## src/rtl/zonas_pkg.sv

```systemverilog
// Shared types and width helpers for the multi-zone lighting scheduler.
package zonas_pkg;

  typedef enum logic [1:0] {
    DESLIGADA = 2'd0,
    ESPERA    = 2'd1,
    LIGADA    = 2'd2
  } estado_zona_t;

  // Bits needed to hold the values 0..valor inclusive.
  function automatic int largura_contador(input int valor);
    return (valor < 1) ? 1 : $clog2(valor + 1);
  endfunction

  // Bits needed to index n items, never less than one.
  function automatic int largura_indice(input int n);
    return (n < 2) ? 1 : $clog2(n);
  endfunction

endpackage

```

## src/rtl/zona_timer.sv

```systemverilog
// One zone: DESLIGADA/ESPERA/LIGADA state plus the switch-off countdown.
module zona_timer
  import zonas_pkg::*;
#(
  parameter int TEMPO_ON = 30000,
  parameter int CNT_W    = largura_contador(TEMPO_ON)
) (
  input  logic         clk,
  input  logic         rst,
  input  logic         tick,
  input  logic         pedido,
  input  logic         grant,
  output estado_zona_t estado,
  output logic         fim
);

  localparam logic [CNT_W-1:0] CARGA = CNT_W'(TEMPO_ON);

  estado_zona_t     estado_q, estado_d;
  logic [CNT_W-1:0] cnt_q, cnt_d;

  always_comb begin
    estado_d = estado_q;
    cnt_d    = cnt_q;
    fim      = 1'b0;
    unique case (estado_q)
      DESLIGADA: begin
        if (pedido) estado_d = ESPERA;
      end
      ESPERA: begin
        // A dropped request beats a grant arriving in the same cycle.
        if (!pedido) begin
          estado_d = DESLIGADA;
        end else if (grant) begin
          estado_d = LIGADA;
          cnt_d    = CARGA;
        end
      end
      LIGADA: begin
        if (pedido) begin
          cnt_d = CARGA;
        end else if (tick && (cnt_q != '0)) begin
          cnt_d = cnt_q - CNT_W'(1);
          if (cnt_q == CNT_W'(1)) begin
            estado_d = DESLIGADA;
            fim      = 1'b1;
          end
        end
      end
      default: begin
        estado_d = DESLIGADA;
        cnt_d    = '0;
      end
    endcase
  end

  always_ff @(posedge clk) begin
    if (rst) begin
      estado_q <= DESLIGADA;
      cnt_q    <= '0;
    end else begin
      estado_q <= estado_d;
      cnt_q    <= cnt_d;
    end
  end

  assign estado = estado_q;

endmodule

```

## src/rtl/escalonador_zonas.sv

```systemverilog
// Shares MAX_ATIVAS lamp-driver slots among N_ZONAS presence zones with
// round-robin granting and a per-zone switch-off delay of TEMPO_ON ticks.
module escalonador_zonas
  import zonas_pkg::*;
#(
  parameter int N_ZONAS    = 4,
  parameter int MAX_ATIVAS = 2,
  parameter int TEMPO_ON   = 30000
) (
  input  logic                              clk,
  input  logic                              rst,
  input  logic                              tick,
  input  logic [N_ZONAS-1:0]                pedido,
  output logic [N_ZONAS-1:0]                saida,
  output logic [N_ZONAS-1:0]                espera,
  output logic [$clog2(MAX_ATIVAS+1)-1:0]   n_ativas,
  output logic                              ocupado
);

  localparam int NA_W  = $clog2(MAX_ATIVAS + 1);
  localparam int PTR_W = largura_indice(N_ZONAS);
  localparam logic [NA_W-1:0] LIMITE = NA_W'(MAX_ATIVAS);

  if (N_ZONAS < 2 || N_ZONAS > 16) begin : g_chk_zonas
    $error("escalonador_zonas: N_ZONAS must be within 2..16");
  end
  if (MAX_ATIVAS < 1 || MAX_ATIVAS > N_ZONAS) begin : g_chk_ativas
    $error("escalonador_zonas: MAX_ATIVAS must be within 1..N_ZONAS");
  end
  if (TEMPO_ON < 1) begin : g_chk_tempo
    $error("escalonador_zonas: TEMPO_ON must be at least 1");
  end

  estado_zona_t        estados [N_ZONAS];
  logic [N_ZONAS-1:0]  fim;
  logic [N_ZONAS-1:0]  grant;
  logic [N_ZONAS-1:0]  candidatos;
  logic [PTR_W-1:0]    ptr, ptr_d;
  logic [NA_W-1:0]     n_prox;

  for (genvar i = 0; i < N_ZONAS; i++) begin : g_zona
    zona_timer #(
      .TEMPO_ON (TEMPO_ON)
    ) u_timer (
      .clk    (clk),
      .rst    (rst),
      .tick   (tick),
      .pedido (pedido[i]),
      .grant  (grant[i]),
      .estado (estados[i]),
      .fim    (fim[i])
    );
  end

  always_comb begin
    saida  = '0;
    espera = '0;
    for (int i = 0; i < N_ZONAS; i++) begin
      saida[i]  = (estados[i] == LIGADA);
      espera[i] = (estados[i] == ESPERA);
    end
  end

  // Only zones still requesting compete, so a cancel never consumes a grant.
  assign candidatos = espera & pedido;

  always_comb begin
    int  idx;
    logic achou;
    idx   = 0;
    achou = 1'b0;
    grant = '0;
    ptr_d = ptr;
    if (n_ativas < LIMITE) begin
      for (int k = 0; k < N_ZONAS; k++) begin
        idx = (int'(ptr) + k) % N_ZONAS;
        if (!achou && candidatos[idx]) begin
          achou      = 1'b1;
          grant[idx] = 1'b1;
          ptr_d      = PTR_W'((idx + 1) % N_ZONAS);
        end
      end
    end
  end

  // Several zones may expire on the same tick while one new zone is granted.
  always_comb begin
    n_prox = n_ativas;
    if (|grant) n_prox = n_prox + NA_W'(1);
    for (int i = 0; i < N_ZONAS; i++) begin
      if (fim[i]) n_prox = n_prox - NA_W'(1);
    end
  end

  always_ff @(posedge clk) begin
    if (rst) begin
      ptr      <= '0;
      n_ativas <= '0;
    end else begin
      ptr      <= ptr_d;
      n_ativas <= n_prox;
    end
  end

  assign ocupado = (n_ativas == LIMITE);

endmodule

```

## config.mk

```make
export PLATFORM = sky130hd
export DESIGN_NAME = escalonador_zonas
export DESIGN_NICKNAME = d
export VERILOG_FILES = /design/src/rtl/zonas_pkg.sv /design/src/rtl/zona_timer.sv /design/src/rtl/escalonador_zonas.sv
export SDC_FILE = /design/constraint.sdc
export NUM_CORES = 1
export LEC_CHECK = 0
export CORE_MARGIN = 4
export CORE_UTILIZATION = 62
export CTS_CLUSTER_SIZE = 10
export DETAILED_ROUTE_END_ITERATION = 16
export PLACE_DENSITY = 0.8
export SLEW_MARGIN = 20
export SYNTH_ARGS = -nofsm -noshare
export SYNTH_HDL_FRONTEND = slang
export SYNTH_SLANG_ARGS = --single-unit
export TNS_END_PERCENT = 10
```

## constraint.sdc

```tcl
create_clock -name clk -period 4.6 [get_ports clk]
set_input_delay 0.92 -clock clk [delete_from_list [all_inputs] [get_ports clk]]
set_output_delay 0.92 -clock clk [all_outputs]
set_load 0.02 [all_outputs]
```

## Word-level counts from Yosys, hierarchy flattened

Cells that the tools add are included.

- Bits of input ports: 7
- Logic and storage cells: 232
- Bits in registers: 72
- Output and inout bits: 11

- Reduce and logical (&&, ||, !) cells: 36
- Bitwise operators: 11
- Eq/ne operators: 45
- Magnitude comparators: 9
- Multiplexer cells: 106
- Add/subtract/negate cells: 15

Operator list:

| kind | number |
|---|---|
| 15-bit 2-to-1 mux | 16 |
| 15-bit case mux with 3 select lines | 4 |
| 2-bit 2-to-1 mux | 33 |
| 15-bit by 1-bit == test with 1-bit output (second input constant) | 4 |
| 15-bit nonzero test | 4 |
| 15-bit by 1-bit subtractor with 15-bit output (second input constant) | 4 |
| 1-bit 2-to-1 mux | 33 |
| 4-bit 2-to-1 mux | 8 |
| 2-bit by 1-bit inequality test with 1-bit output (second input constant) | 12 |
| 2-bit inequality test (second input constant) | 12 |
| 3-bit by 2-bit inequality test with 1-bit output (second input constant) | 8 |
| 2-bit case mux with 3 select lines | 4 |
| 5-bit AND reduction | 4 |
| 4-bit AND reduction | 4 |
| 3-bit by 4-bit less-than comparator with 1-bit output (second input constant) | 3 |
| 4-bit bitwise OR | 3 |
| 1-bit logical AND | 11 |
| 2-bit adder (second input constant) | 5 |
| 2-bit == test (second input constant) | 5 |
| 3-bit by 1-bit greater-or-equal comparator with 1-bit output (second input constant) | 3 |
| 1-bit binary-select mux with 2-bit select | 4 |
| 1-bit demux with 2-bit select | 4 |
| 2-bit by 1-bit == test with 1-bit output (second input constant) | 4 |
| 2-bit logical NOT | 4 |
| other kinds (13) | 26 |

## Depth between registers and ports, before layout

- Word-level depth: 28
- Mapped depth: 15

## Hierarchy

Synthesis repeated with hierarchy kept, for this count alone.

- Cell total of the unflattened synthesis: 720
- Area total of the unflattened synthesis: 5511.5 um^2

By module, submodules not included:

| module | cells each | area each (um^2) | times used |
|---|---|---|---|
| zona_timer (g_zona[0].u_timer ...) | 151 | 1139.8 | 3 |
| zona_timer (g_zona[3].u_timer) | 146 | 1179.9 | 1 |
| escalonador_zonas | 121 | 912.1 | 1 |

## Worst setup path after synthesis

OpenSTA, ideal clock, no wires.

- Kind: input -> register
- Start: input pedido[0]
- End: register n_ativas[1]
- Data arrival time: 3.159 ns
- Stages: 10
- Buffers on the path: 0
- Required time: 4.472 ns
- Path slack: 1.314 ns
- Cell sequence: and2_4 -> and4_1 -> or4_1 -> and2_1 -> a221oi_1 -> a31oi_1 -> xnor2_1 -> maj3_2 -> xor2_1 -> nor2_1

- Cells in the longest elaborated chain, start to end: 27
- Elaborated cells on any way between the ends: 47
- Those cells by class: 4 x add/sub; 32 x mux; 4 x bitwise; 7 x reduce/logical

Ends and longest elaborated chain:

| what | line | RTL |
|---|---|---|
| start: declaration | escalonador_zonas.sv:13 | `input logic [N_ZONAS-1:0] pedido,` |
| 4-bit bitwise AND | escalonador_zonas.sv:65 | `assign candidatos = espera & pedido;` |
| 1-bit binary-select mux with 2-bit select | escalonador_zonas.sv:77 | `if (!achou && candidatos[idx]) begin` |
| 1-bit 2-to-1 mux (not written as such) | escalonador_zonas.sv:77 |  |
| 1-bit 2-to-1 mux | escalonador_zonas.sv:77 |  |
| 1-bit 2-to-1 mux | escalonador_zonas.sv:74 | `if (n_ativas < LIMITE) begin` |
| 1-bit logical NOT | escalonador_zonas.sv:77 |  |
| 1-bit logical AND | escalonador_zonas.sv:77 |  |
| 1-bit 2-to-1 mux | escalonador_zonas.sv:77 |  |
| [... 11 more ...] | n/a |  |
| 2-bit by 1-bit subtractor with 2-bit output | escalonador_zonas.sv:91 | `if (fim[i]) n_prox = n_prox - NA_W'(1);` |
| 2-bit 2-to-1 mux (*) | escalonador_zonas.sv:91 |  |
| 2-bit by 1-bit subtractor with 2-bit output | escalonador_zonas.sv:91 |  |
| 2-bit 2-to-1 mux (*) | escalonador_zonas.sv:91 |  |
| 2-bit by 1-bit subtractor with 2-bit output | escalonador_zonas.sv:91 |  |
| 2-bit 2-to-1 mux (*) | escalonador_zonas.sv:91 |  |
| 2-bit by 1-bit subtractor with 2-bit output | escalonador_zonas.sv:91 |  |
| 2-bit 2-to-1 mux (*) | escalonador_zonas.sv:91 |  |
| end signal: assignment | escalonador_zonas.sv:101 | `n_ativas <= n_prox;` |
| end: declaration | escalonador_zonas.sv:16 | `output logic [$clog2(MAX_ATIVAS+1)-1:0] n_ativas,` |

Mark *: on every way between the ends. The rest lies on a longest branch, timed or not. The select of a mux whose other input is x is not followed.
A chain may end at the register's enable or synchronous reset.

## Worst setup path in the final report

- Start: register ptr[0]
- End: register g_zona[3].u_timer.cnt_q[11]

- Cells in the longest elaborated chain, start to end: 18
- Elaborated cells on any way between the ends: 65
- Those cells by class: 3 x add/sub; 8 x order compare; 1 x eq/ne; 33 x mux; 6 x bitwise; 14 x reduce/logical

Ends and longest elaborated chain:

| what | line | RTL |
|---|---|---|
| start: declaration | escalonador_zonas.sv:38 | `logic [PTR_W-1:0] ptr, ptr_d;` |
| start signal: assignment | escalonador_zonas.sv:100 | `ptr <= ptr_d;` |
| 2-bit by 1-bit adder with 2-bit output or 1-bit binary-select mux with 2-bit select (tied branches) | escalonador_zonas.sv:76, escalonador_zonas.sv:77 |  |
| 2-bit OR reduction (no source line) or 1-bit 2-to-1 mux (tied branches) | n/a |  |
| 1-bit bitwise AND (no source line) or 1-bit 2-to-1 mux (tied branches) | n/a |  |
| 3-bit by 4-bit less-than comparator with 1-bit output (not written as such) (tied with other cells) | escalonador_zonas.sv:79 | `grant[idx] = 1'b1;` |
| 1-bit logical AND (not written as such) or 1-bit logical NOT (tied branches) | escalonador_zonas.sv:79, escalonador_zonas.sv:77 |  |
| 1-bit 2-to-1 mux (not written as such) or 1-bit logical AND (tied branches) | escalonador_zonas.sv:79, escalonador_zonas.sv:77 |  |
| 1-bit demux with 2-bit select or 1-bit 2-to-1 mux (tied branches) | escalonador_zonas.sv:79, escalonador_zonas.sv:77 |  |
| 4-bit bitwise OR (no source line) or 1-bit 2-to-1 mux (tied branches) | n/a |  |
| [... 2 more ...] | n/a |  |
| 4-bit bitwise OR (no source line) or 1-bit 2-to-1 mux (tied branches) | n/a |  |
| 4-bit 2-to-1 mux or 1-bit 2-to-1 mux (tied branches) | escalonador_zonas.sv:77, escalonador_zonas.sv:74 |  |
| 4-bit 2-to-1 mux or 1-bit logical NOT (tied branches) | escalonador_zonas.sv:74, escalonador_zonas.sv:77 |  |
| 4-bit bitwise OR (no source line) or 1-bit logical AND (tied branches) | n/a |  |
| 4-bit 2-to-1 mux (*) | escalonador_zonas.sv:77 |  |
| 4-bit 2-to-1 mux (*) | escalonador_zonas.sv:74 |  |
| 2-bit by 1-bit inequality test with 1-bit output (no source line) (*) | n/a |  |
| 4-bit AND reduction (no source line) (*) | n/a |  |
| end signal: assignment | zona_timer.sv:63 | `cnt_q <= cnt_d;` |
| end: declaration | zona_timer.sv:20 | `logic [CNT_W-1:0] cnt_q, cnt_d;` |

Marked as above.

==> qor.yml <==
top_layer: "met4"
layout_common_cells: "nor2_1, dfxtp_1, nand2_1"
cp.arrival_ps: 4240
viasPerCell: 6.12
r2r-end: "g_zona[3].u_timer.cnt_q[11]"
rsz0062_at_grt: "false"
required_ps: 4890
coreArea_um2: 7810
p_int_mw: 1.67
multi_input_area_um2: 3300
final_common_cell: "nor2_1"
netlist_area_um2: 5010
num_vias: 4777
h-tree-depth: 3
pwr-share-comb_pct: 55.6
design_area_um2: 5440
nFillCells: 665
synth_seq_cells: 72
syn-instance-count: 665
finalMaxSlewViolations: 0
met2_length_um: 5710
async_flop_share_pct: 0
seq_area_um2: 1440
grt_pass1_vias: 4669
yosys_warnings: 0
m1WireLength_um: 5240
grt_pass1_wl_um: 20700
die_area_um2: 9580
reg2reg_slack_ps: 650
timing.final.hold_violations: 0
drive_gt1_share_pct: 6.77
die_h_um: 97.9
switching_share_pct: 45.3
place_congestion: 0.894
cts_sinks: 72
synth_nets: 702
initial_core_util_pct: 64.2
pwr-share-seq_pct: 27.3
hold_class: "reg2reg"
synthMuxAreaShare_pct: 2.67
setup_viol: 0
antenna_found_initial: 0
cts_tree: "built"
area_growth_pct: 8.49
fin_tns_setup_ps: 0
synth_top_area_share_pct: 28.8
end_kind: "flip-flop"
insertion_delay_ps: 350
wl_um: 11600
crit_end: "g_zona[3].u_timer.cnt_q[11]"
powerDensity_nw_per_um2: 560
synth-simple-area-share_pct: 26.6
synth_compound_area_share_pct: 22.7
synth_adder_area_share_pct: 7.72
ys_top_cells_by_area: "dfxtp_1, ha_1, nor2_1"
io_pins: 18
r2r-start: "ptr[0]"
dp_hpwl_um: 8220
numPortBuffers: 17
status: "completed"
skew_ps: 13.8
dp.cells: 765
fmaxAchievable_ghz: 0.253
place_area_um2: 5230
clockBufferDepth: 2
power_leakage_nw: 2.09
detail_route.drc_violations: 0
cts_setup_buffers: 0
wl_met3_um: 515
ant_nets: 0
maxSlewHeadroom_pct: 45.8
cts_resized: 0
tritoncts.num_buffers: 9
cts.hold.buffers_added: 0
grt_usage_pct: 25.0
wl_per_cell_um: 14.9
worst_pin_slew_ps: 806
syn_avg_cell_area_um2: 7.54
globalRouteOverflowTotal: 0
cts.reportedPaths.clkPinSlew_ps: 80
insertedDiodeCount: 0
synthDistinctLibCells: 68
start_kind: "flip-flop"
crit_type: "reg2reg"
fin_nets: 711
worst-path-max-fanout: 15
cts_root_buffer: "clkbuf_8"
synth_xor_area_share_pct: 6.12
drt-initial-drc-count: 316
cap_violations: 0
r2r_cells: 12
synth_edf_count: 0
drtPass1Iterations: 6
rows: 32
ys_seq_area_share_pct: 28.8
p_clk_share_pct: 17.1
pre_cts_ws_ps: 463
post-route-period-util_pct: 86.0
setup_ws_ps: 645
period_needed_ps: 3950
synth_top_family_by_area: "simple AND/OR/NAND/NOR gates"
crit_start: "ptr[0]"
die_x_um: 97.9
yosys.area.top_type: "dfxtp_1"
netSwitchingPower_mw: 1.38
final_cells: 781
grt_start_max_net_pins: 35
synth_flop_cell: "dfxtp_1"
max-vdd-ir-drop_uv: 251
-- per-layer routing --
layer | GRT usage [%] | up-vias
li1 | - | 2381
met1 | 31.1 | 2255
met2 | 43.9 | 126
met3 | 3.43 | 15
met4 | 8.95 | 0
met5 | 0 | -
-- state kept, by name, summed over array words and instances, names as in the netlist --
| name | flops |
|---|---|
| g_zona.u_timer.estado | 8 |
| g_zona.u_timer.cnt_q | 60 |
| ptr | 2 |
| n_ativas | 2 |
-- Yosys cell counts, types with 3 or more instances --
cell and count:
and2_1 7, inv_1 32, buf_6 3, mux2i_1 10, nor2_1 94, or3_1 8
nand4_1 5, xnor2_1 20, or4_1 4, o21ai_0 37, nand3b_1 5, nand2_1 61
o211ai_1 19, a21oi_1 59, o21a_1 11, clkbuf_1 16, nor3_1 34, nor4_1 17
o21ai_1 3, buf_2 8, a22oi_1 6, a221oi_1 3, xor2_1 15, nand2b_1 3
ha_1 30, nor2b_1 5, dfxtp_1 72, a21o_1 4, a311oi_1 4, or2_2 4
nand3_1 14, a31oi_1 3, and3_1 3, a32oi_1 4
-- power by group through the flow --
stage	combinational, mW	clock, mW	sequential, mW
floorplan	1.35	0	0.807
global placement	1.62	0	0.837
detailed placement	1.66	0	0.843
CTS	1.68	0.531	0.829
global route	1.90	0.559	0.847
finish	1.69	0.522	0.831
-- worst min path at each step --
stage,from,endpoint,slack [ps],cells after the start
finish,g_zona[3].u_timer.cnt_q[4],g_zona[3].u_timer.cnt_q[4],470,2
global route,g_zona[1].u_timer.cnt_q[5],g_zona[1].u_timer.cnt_q[5],510,2
detailed placement,g_zona[3].u_timer.cnt_q[4],g_zona[3].u_timer.cnt_q[4],460,2
CTS,g_zona[3].u_timer.cnt_q[4],g_zona[3].u_timer.cnt_q[4],470,2
global placement,g_zona[1].u_timer.cnt_q[5],g_zona[1].u_timer.cnt_q[5],450,2
floorplan,g_zona[3].u_timer.cnt_q[4],g_zona[3].u_timer.cnt_q[4],440,2
-- cell families after synthesis --
family,after synthesis
xor+xnor,35
flops,72
compound gates,176
simple gates,277
mux,12
buf+inv,62
fa+ha+maj,31
-- per-stage QoR --
step | utilization [%] | total power [mW] | hold WS, ps
floorplan | - | 2.16 | 441
global placement | 67.0 | 2.46 | 453
detailed placement | 67.0 | 2.50 | 462
CTS | 69.6 | 3.04 | 473
global route | 69.6 | 3.30 | 510
finish | 69.6 | 3.04 | 470
-- critical path: stages (launching register included) --
cell	delay, ps
dfxtp_1	640
inv_1	260
ha_1	460
nor2b_1	200
a22oi_1	420
and2_1	230
and2_1	220
a221oi_2	90
o21a_1	200
or3_1	620
nor4_4	360
a22oi_1	100
nor2_1	90
-- cell type report --
| type | count | area share, % |
|---|---|---|
| Clock buffer | 9 | 2.28 |
| Inverter | 33 | 2.28 |
| Timing Repair Buffer | 27 | 4.42 |
| Multi-Input combinational cell | 531 | 60.7 |
| Tap cell | 102 | 2.35 |
| Clock inverter | 7 | 1.45 |
| Sequential cell | 72 | 26.5 |
(Power assumes the default switching activity.)
==> edit: new RTL, same flow settings <==
Reset style: asynchronous (`rst`), changed in 2 clocked blocks.
--- a/src/rtl/zona_timer.sv
+++ b/src/rtl/zona_timer.sv
@@ -55,5 +55,5 @@
   end
 
-  always_ff @(posedge clk) begin
+  always_ff @(posedge clk or posedge rst) begin
     if (rst) begin
       estado_q <= DESLIGADA;
--- a/src/rtl/escalonador_zonas.sv
+++ b/src/rtl/escalonador_zonas.sv
@@ -93,5 +93,5 @@
   end
 
-  always_ff @(posedge clk) begin
+  always_ff @(posedge clk or posedge rst) begin
     if (rst) begin
       ptr      <= '0;
Behaviour: differs if rst is asserted again (counterexample within 4 cycles, from zero or initial values and one cycle with rst high); with rst held inactive, the same outputs for 4 cycles.
==> edit against the unedited design <==
Routed wire length rose by 0.95%. Via count fell by 2.6%. Total power rose by 35%. Area after synthesis rose by 3.9%. Worst setup slack got worse by 0.0029 ns. Maximum frequency barely moved. Design area rose by 3.6%. Sequential cell count did not move. Clock power fell by 2%. Largest power group unchanged.
==> edit: results (changes against the unedited design) <==
synth:
  synth_compound_area_share_pct: 25.6  # was 22.7%
  synthDistinctLibCells: 72  # was 68
  synth_nets: 665  # was 702
  ys_seq_area_share_pct: 34.6  # was 28.8%
  syn-mean-instance-area_sq_um: 8.30  # was 7.54 sq um
  synth.area.top_cells: "dfrtp_1, o21ai_0, ha_1"  # was dfxtp_1, ha_1, nor2_1
  synthAdderAreaFrac_pct: 7.67  # was 7.72%
  synthXorXnorAreaFrac_pct: 3.49  # was 6.12%
  synth_commonest_cells: "o21ai_0, nand2_1, dfrtp_1"  # was nor2_1, dfxtp_1, nand2_1
  async_reset_ff_share_pct: 100  # was 0%
  synth_flop_cell: "dfrtp_1"  # was dfxtp_1
worst_setup_path:
  reg2reg_slack_ns: 0.84  # was 0.65 ns
  worst-r2r-cell-count: 11  # was 12
  cp_slowest_cell: "clkdlybuf4s50_1"  # was dfxtp_1
  critical_path.endpoint: "g_zona[3].u_timer.cnt_q[5]$_DFFE_PP0P_"  # was g_zona[3].u_timer.cnt_q[11]$_SDFFE_PP0P_
  crit_start: "pedido[3]"  # was ptr[0]$_SDFFE_PP0P_
  regToRegStartpoint: "ptr[0]$_DFFE_PP0P_"  # was ptr[0]$_SDFFE_PP0P_
  worstPathArrival_ns: 4.19  # was 4.24 ns
  worstPathMaxFanout: 25  # was 15
placed_design:
  hpwl_um: 8420  # was 8220 um
  placed_cells: 731  # was 765
  gp_congestion: 0.908  # was 0.894
finish:
  stdcell_count: 747  # was 781
  drive_gt1_share_pct: 7.48  # was 6.77%
  nNetsFinal: 675  # was 711
route:
  drt_iter0_drc: 276  # was 316
  routed-via-count: 4655  # was 4777
  routedWlPerCell_um: 15.7  # was 14.9 um
  drtPass1Iterations: 5  # was 6
timing:
  timing.hold.ws_ns: 0.480  # was 0.470 ns
  skew_ns: 0.0102  # was 0.0138 ns
  worstMarginPinSlew_ns: 0.852  # was 0.806 ns
power_and_ir_drop:
  comb_power_uw: 2560  # was 1690 uW
  p_per_area_mw_per_mm2: 730  # was 560 mW/mm^2
  p_leak_uw: 0.00244  # was 0.00209 uW
  p_switching_uw: 2010  # was 1380 uW
  peakVddDrop_uv: 425  # was 251 uV
  powerSeq_uw: 1040  # was 831 uW
grt:
  antenna_found_initial: 0  # unchanged
  grt_max_degree: 44  # was 35
  grt_pass1_vias: 4487  # was 4669
  grt_pass1_wl_um: 20600  # was 20700 um
run_status:
  outcome: "finished, final reports clean"  # unchanged
worst_hold_path:
  holdPathEnd: "g_zona[0].u_timer.cnt_q[11]$_DFFE_PP0P_"  # was g_zona[3].u_timer.cnt_q[4]$_SDFFE_PP0P_
  min-delay-start: "g_zona[0].u_timer.cnt_q[11]$_DFFE_PP0P_"  # was g_zona[3].u_timer.cnt_q[4]$_SDFFE_PP0P_
==> edit: changes by cell type after synthesis, moves of 19 or more <==
cell	delta
nor2_1	-47
o211ai_1	-19
a21oi_1	-22
dfxtp_1	-72
o21ai_0	+43
dfrtp_1	+72
==> edit: layout make-up <==
class,count,area [sq um]
inverter,35,131
clock inverter,7,72.6
timing repair buffer,24,223
clock buffer,9,124
multi-input combinational,495,3150
fill,645,2540
tap,105,131
sequential,72,1800
==> edit: through the flow <==
| step | setup slack, ns | cell area [sq um] |
|---|---|---|
| 3_3_place_gp | 0.443 | 5440 |
| 2_1_floorplan | 1.30 | 5200 |
| 3_5_place_dp | 0.310 | 5440 |
| 5_1_grt | 0.448 | 5630 |
| 4_1_cts | 0.689 | 5630 |
| 6_report | 0.642 | 5630 |
==> edit: metal layers <==
metal,routed length [um],GRT usage (%)
met1,5360,32.9
met5,0,0
met4,200,8.72
met3,484,3.93
met2,5710,42.1
